`config.mk`:
```
export PLATFORM = sky130hd
export DESIGN_NAME = flee_rx_sink
export DESIGN_NICKNAME = d
export VERILOG_FILES = /design/src/rtl/flee_rx_sink.sv
export SDC_FILE = /design/constraint.sdc
export NUM_CORES = 1
export LEC_CHECK = 0
export ABC_AREA = 1
export CAP_MARGIN = 20
export CORE_MARGIN = 2
export CORE_UTILIZATION = 43
export DETAILED_ROUTE_END_ITERATION = 12
export GPL_ROUTABILITY_DRIVEN = 0
export SLEW_MARGIN = 25
export SYNTH_ARGS = -nofsm -noshare
export SYNTH_HDL_FRONTEND = slang
export SYNTH_SLANG_ARGS = --single-unit
```
`constraint.sdc`:
```
create_clock -name clk -period 13.1 [get_ports clk]
set_input_delay 3.275 -clock clk [delete_from_list [all_inputs] [get_ports clk]]
set_output_delay 3.275 -clock clk [all_outputs]
set_load 0.01 [all_outputs]
```
`src/rtl/flee_rx_sink.sv`:
```
// Receive sink for a mesh flee port: duty-cycled ready, flit FIFO, packet framing and counters.
// Define FLEE_RX_CHECK_EN to add the sticky head/body/tail ordering checker and its err output.
module flee_rx_sink #(
  parameter int DW      = 32,
  parameter int DEPTH   = 16,
  parameter int PERIOD  = 16,
  parameter int OPEN_TH = 10
) (
  input  logic          clk,
  input  logic          rst,
  input  logic          throttle_en,
  input  logic [DW-1:0] data_i,
  input  logic          valid_i,
  output logic          ready_o,
  output logic [DW-1:0] data_o,
  output logic          valid_o,
  input  logic          ready_i,
  output logic [31:0]   flit_cnt,
  output logic [31:0]   pkt_cnt
`ifdef FLEE_RX_CHECK_EN
  ,
  output logic          err
`endif
);

  localparam int AW = $clog2(DEPTH);

  localparam logic [1:0] T_BODY   = 2'b00;
  localparam logic [1:0] T_HEAD   = 2'b01;
  localparam logic [1:0] T_TAIL   = 2'b10;
  localparam logic [1:0] T_SINGLE = 2'b11;

  typedef enum logic {S_IDLE, S_IN_PKT} state_t;

  logic [DW-1:0] r_mem [DEPTH];
  logic [AW:0]   r_wr_ptr;
  logic [AW:0]   r_rd_ptr;
  logic [15:0]   r_phase;
  logic [31:0]   r_flit_cnt;
  logic [31:0]   r_pkt_cnt;
  state_t        r_state;
`ifdef FLEE_RX_CHECK_EN
  logic          r_err;
`endif

  logic       w_full;
  logic       w_empty;
  logic       w_open;
  logic       w_push;
  logic       w_pop;
  logic [1:0] w_type;
  logic       w_illegal;

  assign w_full  = (r_wr_ptr[AW] != r_rd_ptr[AW]) && (r_wr_ptr[AW-1:0] == r_rd_ptr[AW-1:0]);
  assign w_empty = (r_wr_ptr == r_rd_ptr);
  // Signed compare so a negative OPEN_TH means the window is always open.
  assign w_open  = $signed({16'd0, r_phase}) > OPEN_TH;

  assign ready_o = ~rst & ~w_full & (~throttle_en | w_open);
  assign valid_o = ~w_empty;
  assign data_o  = r_mem[r_rd_ptr[AW-1:0]];
  assign w_push  = valid_i & ready_o;
  assign w_pop   = valid_o & ready_i;

  assign w_type    = data_i[DW-1:DW-2];
  assign w_illegal = (r_state == S_IDLE)
                     ? ((w_type == T_BODY) || (w_type == T_TAIL))
                     : ((w_type == T_HEAD) || (w_type == T_SINGLE));

  assign flit_cnt = r_flit_cnt;
  assign pkt_cnt  = r_pkt_cnt;
`ifdef FLEE_RX_CHECK_EN
  assign err = r_err;
`endif

  // Storage carries no reset so it can map onto RAM; stale entries are unreachable once pointers clear.
  always_ff @(posedge clk) begin
    if (w_push) begin
      r_mem[r_wr_ptr[AW-1:0]] <= data_i;
    end
  end

  always_ff @(posedge clk or posedge rst) begin
    if (rst) begin
      r_wr_ptr <= '0;
      r_rd_ptr <= '0;
      r_phase  <= '0;
    end else begin
      r_phase <= (r_phase == 16'(PERIOD - 1)) ? 16'd0 : r_phase + 16'd1;
      if (w_push) r_wr_ptr <= r_wr_ptr + 1'b1;
      if (w_pop)  r_rd_ptr <= r_rd_ptr + 1'b1;
    end
  end

  // Framing: illegal flits still steer the state by their own type so framing resynchronises.
  always_ff @(posedge clk or posedge rst) begin
    if (rst) begin
      r_state    <= S_IDLE;
      r_flit_cnt <= '0;
      r_pkt_cnt  <= '0;
`ifdef FLEE_RX_CHECK_EN
      r_err      <= 1'b0;
`endif
    end else if (w_push) begin
      r_flit_cnt <= r_flit_cnt + 32'd1;
      if (w_type == T_TAIL || w_type == T_SINGLE) r_pkt_cnt <= r_pkt_cnt + 32'd1;
      case (w_type)
        T_HEAD:   r_state <= S_IN_PKT;
        T_TAIL:   r_state <= S_IDLE;
        T_SINGLE: r_state <= S_IDLE;
        default:  r_state <= r_state;
      endcase
`ifdef FLEE_RX_CHECK_EN
      if (w_illegal) r_err <= 1'b1;
`endif
    end
  end

`ifndef FLEE_RX_CHECK_EN
  logic w_unused;
  assign w_unused = w_illegal;
`endif

endmodule

```
==> results.md <==
* Outcome: completed
* Adder-cell share of the synthesized area at 0.445%
* Leak at 0.0101 uW
* Drt first pass iters at 7
* Largest net degree at the start of global routing at between 100 and 150
* Slowest cell delay on critical path at 0.55 ns
* Critical Path Fanout Max at 3
* Setup slack, reg-to-reg at 9.06 ns
* Cell Area, Placed at 27400 sq um
* Core Area at 57900 sq um
* Area grow syn2layout at 16.2%
* IR Drop Worst-Case VDD at 0.000123 V
* Vias per inst at 5.48
* Die X-Extent at 246 um
* Crit path required time at just under 10 ns
* Clk sink count at 602
* DRT Wirelength at between 60000 and 70000 um
* Die ar. at 60800 sq um
* Post-route clock period utilization at between 60% and 70%
* CTS root buffer: clkbuf_16
* Input/output buffers at 134
* Worst r2r dst: r_mem[7][1]
* Total CTS buffers at 61
* Clock Skew at about 0.035 ns
* FMAX at 0.124 GHz
* Fin Hold WS at roughly 0.47 ns
* Worst Setup End Kind: output pin
* XOR/XNOR Fraction of Synth Area at 2.08%
* Commonest non-fill, non-tap cell in the layout: edfxtp_1
* Yosys cell types at 32
* Post-synthesis mux area share at 0%
* RSZ-0062 raised after global routing: no
* DR vias at ~17000
* Synth Area in Simple Gates at between 15 and 20%
* Endpoints failing setup at 0
* Post_cts resized at 0
* Worst Path Arrival at 4.82 ns
* Final Hold Fails at 0
* Clock tree from TritonCTS: built
* Initial antenna violation count at 2
* First-pass GRT wire length at 97300 um
* Final Max Slew Viols at 0
* Largest family of logic cells by synthesized area: simple AND/OR/NAND/NOR gates
* Vias in the first global route at 16600
* Worst Setup Path Type: in2out
* PwrDens at slightly below 200 nW/um^2
* Slew HR at 35.9%
* Wire length per cell at 20.0 um
* Commonest non-fill, non-tap cells in the layout: edfxtp_1 (512), nand2_1 (423), nor2_1 (383), o21ai_0 (270), clkdlybuf4s50_1 (134)
* Hold_buf cts at 0
* Row cnt at 88
* Global Route Usage Sum at 20.9%
* CP Launch Type: input pin
* Synth Net Count at 2274
* HP Class: reg2reg
* DRC at 0
* CP endpoint: ready_o
* Synth Warn # at 0
* Design area at 29400 sq um
* Synth Area in Compound Gates at under 10%
* Final total negative setup slack at 0 ns
* Flops & latches, synth at 602
* Global route total overflow at 0
* Crit path from: throttle_en
* Starting DRC count in detailed routing at 1363
* Hpwl dp at 32900 um
* Final min period at 8.10 ns
* R2R cell count at 10
* Clock-pin slew on the worst setup and hold paths at 0.06 ns
* Post-CTS setup buffer count at 0
* Skew-Pair Late Insertion Delay at 0.65 ns
* Depth of the CTS H-tree at 2
* Layout cell share with drive strength beyond 1 at approximately 6.0%
* Worst path cell trace: clkdlybuf4s50_1, nand2_1, nor2_1, nand3_1, nand2_1, nor2_4, clkdlybuf4s50_1
* Maxcap violations at 0
* Synthesized cell area at around 25000 sq um
* Antenna-violating nets left at 0
* I/O pins at 135
* Crit path max-delay cell type: clkdlybuf4s50_1
* Die Ht at 246 um
* Layout Nets at 2386
* Starting Density at 43.7%
* Sequential area share after synthesis at 69.7%
* Reg-to-Reg Start: r_rd_ptr[0]
* Synth Instances at between 2000 and 2500
* Slew at the pin closest to its max-slew limit at about 0.96 ns
* Syn avg cell area at 11.3 sq um
* Bufs on Longest Clock Path at 3
[registers in the layout, indices dropped and copies added, names as in the netlist]
register	flops
r_wr_ptr	5
pkt_cnt	32
flit_cnt	32
r_phase	16
r_rd_ptr	5
r_mem	512
[report_power, final]
part | leakage [uW] | internal (uW) | switching, uW
sequential | 0.00583 | 2160 | 136
clock | 0.000925 | 943 | 714
combinational | 0.00337 | 625 | 1080
total | 0.0101 | 3730 | 1930
[worst min-delay path by stage]
| stage | start | end | cells past startpoint |
|---|---|---|---|
| floorplan | r_phase[15] | r_phase[15] | 1 |
| global placement | r_phase[15] | r_phase[15] | 1 |
| detailed placement | r_phase[15] | r_phase[15] | 1 |
| CTS | r_phase[15] | r_phase[15] | 1 |
| global route | r_phase[15] | r_phase[15] | 1 |
| finish | r_phase[15] | r_phase[15] | 1 |
[cell usage after synthesis, drive strengths merged]
cell type / number / area (sq um)
clkbuf: 81 / 305
dfrtp: 90 / 2250
o211ai: 20 / 150
nor2: 390 / 1470
edfxtp: 512 / 15400
and2: 1 / 6.26
nand3b: 17 / 128
nor4: 5 / 31.3
nor3: 18 / 90.1
o221ai: 44 / 385
inv: 58 / 218
a21oi: 2 / 10.0
nand4: 6 / 37.5
nor3b: 1 / 7.51
o21ai: 275 / 1380
nand3: 102 / 521
ha: 9 / 113
nand2: 424 / 1600
buf: 39 / 216
xnor2: 16 / 140
xor2: 44 / 385
o22ai: 74 / 463
[per-stage QoR]
stage,std cells,util [%],total power [uW],setup slack [ns]
floorplan,2228,-,3320,4.09
global placement,3041,47.4,4020,4.97
detailed placement,3041,47.4,4050,4.99
CTS,3152,50.7,5710,4.99
global route,3154,50.7,5970,4.90
finish,3154,50.7,5660,5.00
[worst max-delay path, delay by kind of cell]
kind	cells	cell delay, ns
buffers and inverters	2	1.02
and+or+nand+nor	5	0.52
[logic make-up (layout without fill, tap and decap cells)]
group | count (synthesis) | count (layout)
adders and majority gates | 9 | 9
other | 0 | 1
xor gates and xnor gates | 60 | 60
DFF | 602 | 602
AOI/OAI and AO/OA | 415 | 415
and+or+nand+nor | 964 | 964
buffers and inverters | 178 | 338
[per-layer routing]
| metal | GRT usage, % | up-vias | part of all wire (%) |
|---|---|---|---|
| li1 | - | 8100 | - |
| met1 | 28.8 | 8550 | 44 |
| met2 | 34.5 | 516 | 48 |
| met3 | 2.76 | 104 | 5.6 |
| met4 | 6.52 | 2 | 2.5 |
| met5 | 0 | - | 0.017 |
[cell type report]
cell class              count  area, sq um
multi-input cells        1448         7020
clock buffers              76         1600
inverters                  58          225
clock inverters            35          308
repair buffers            169         1620
diodes                      1         2.50
fillers                  5150        28500
flip-flops and latches    602        17600
well taps                 765          957
(Power assumes the default switching activity.)
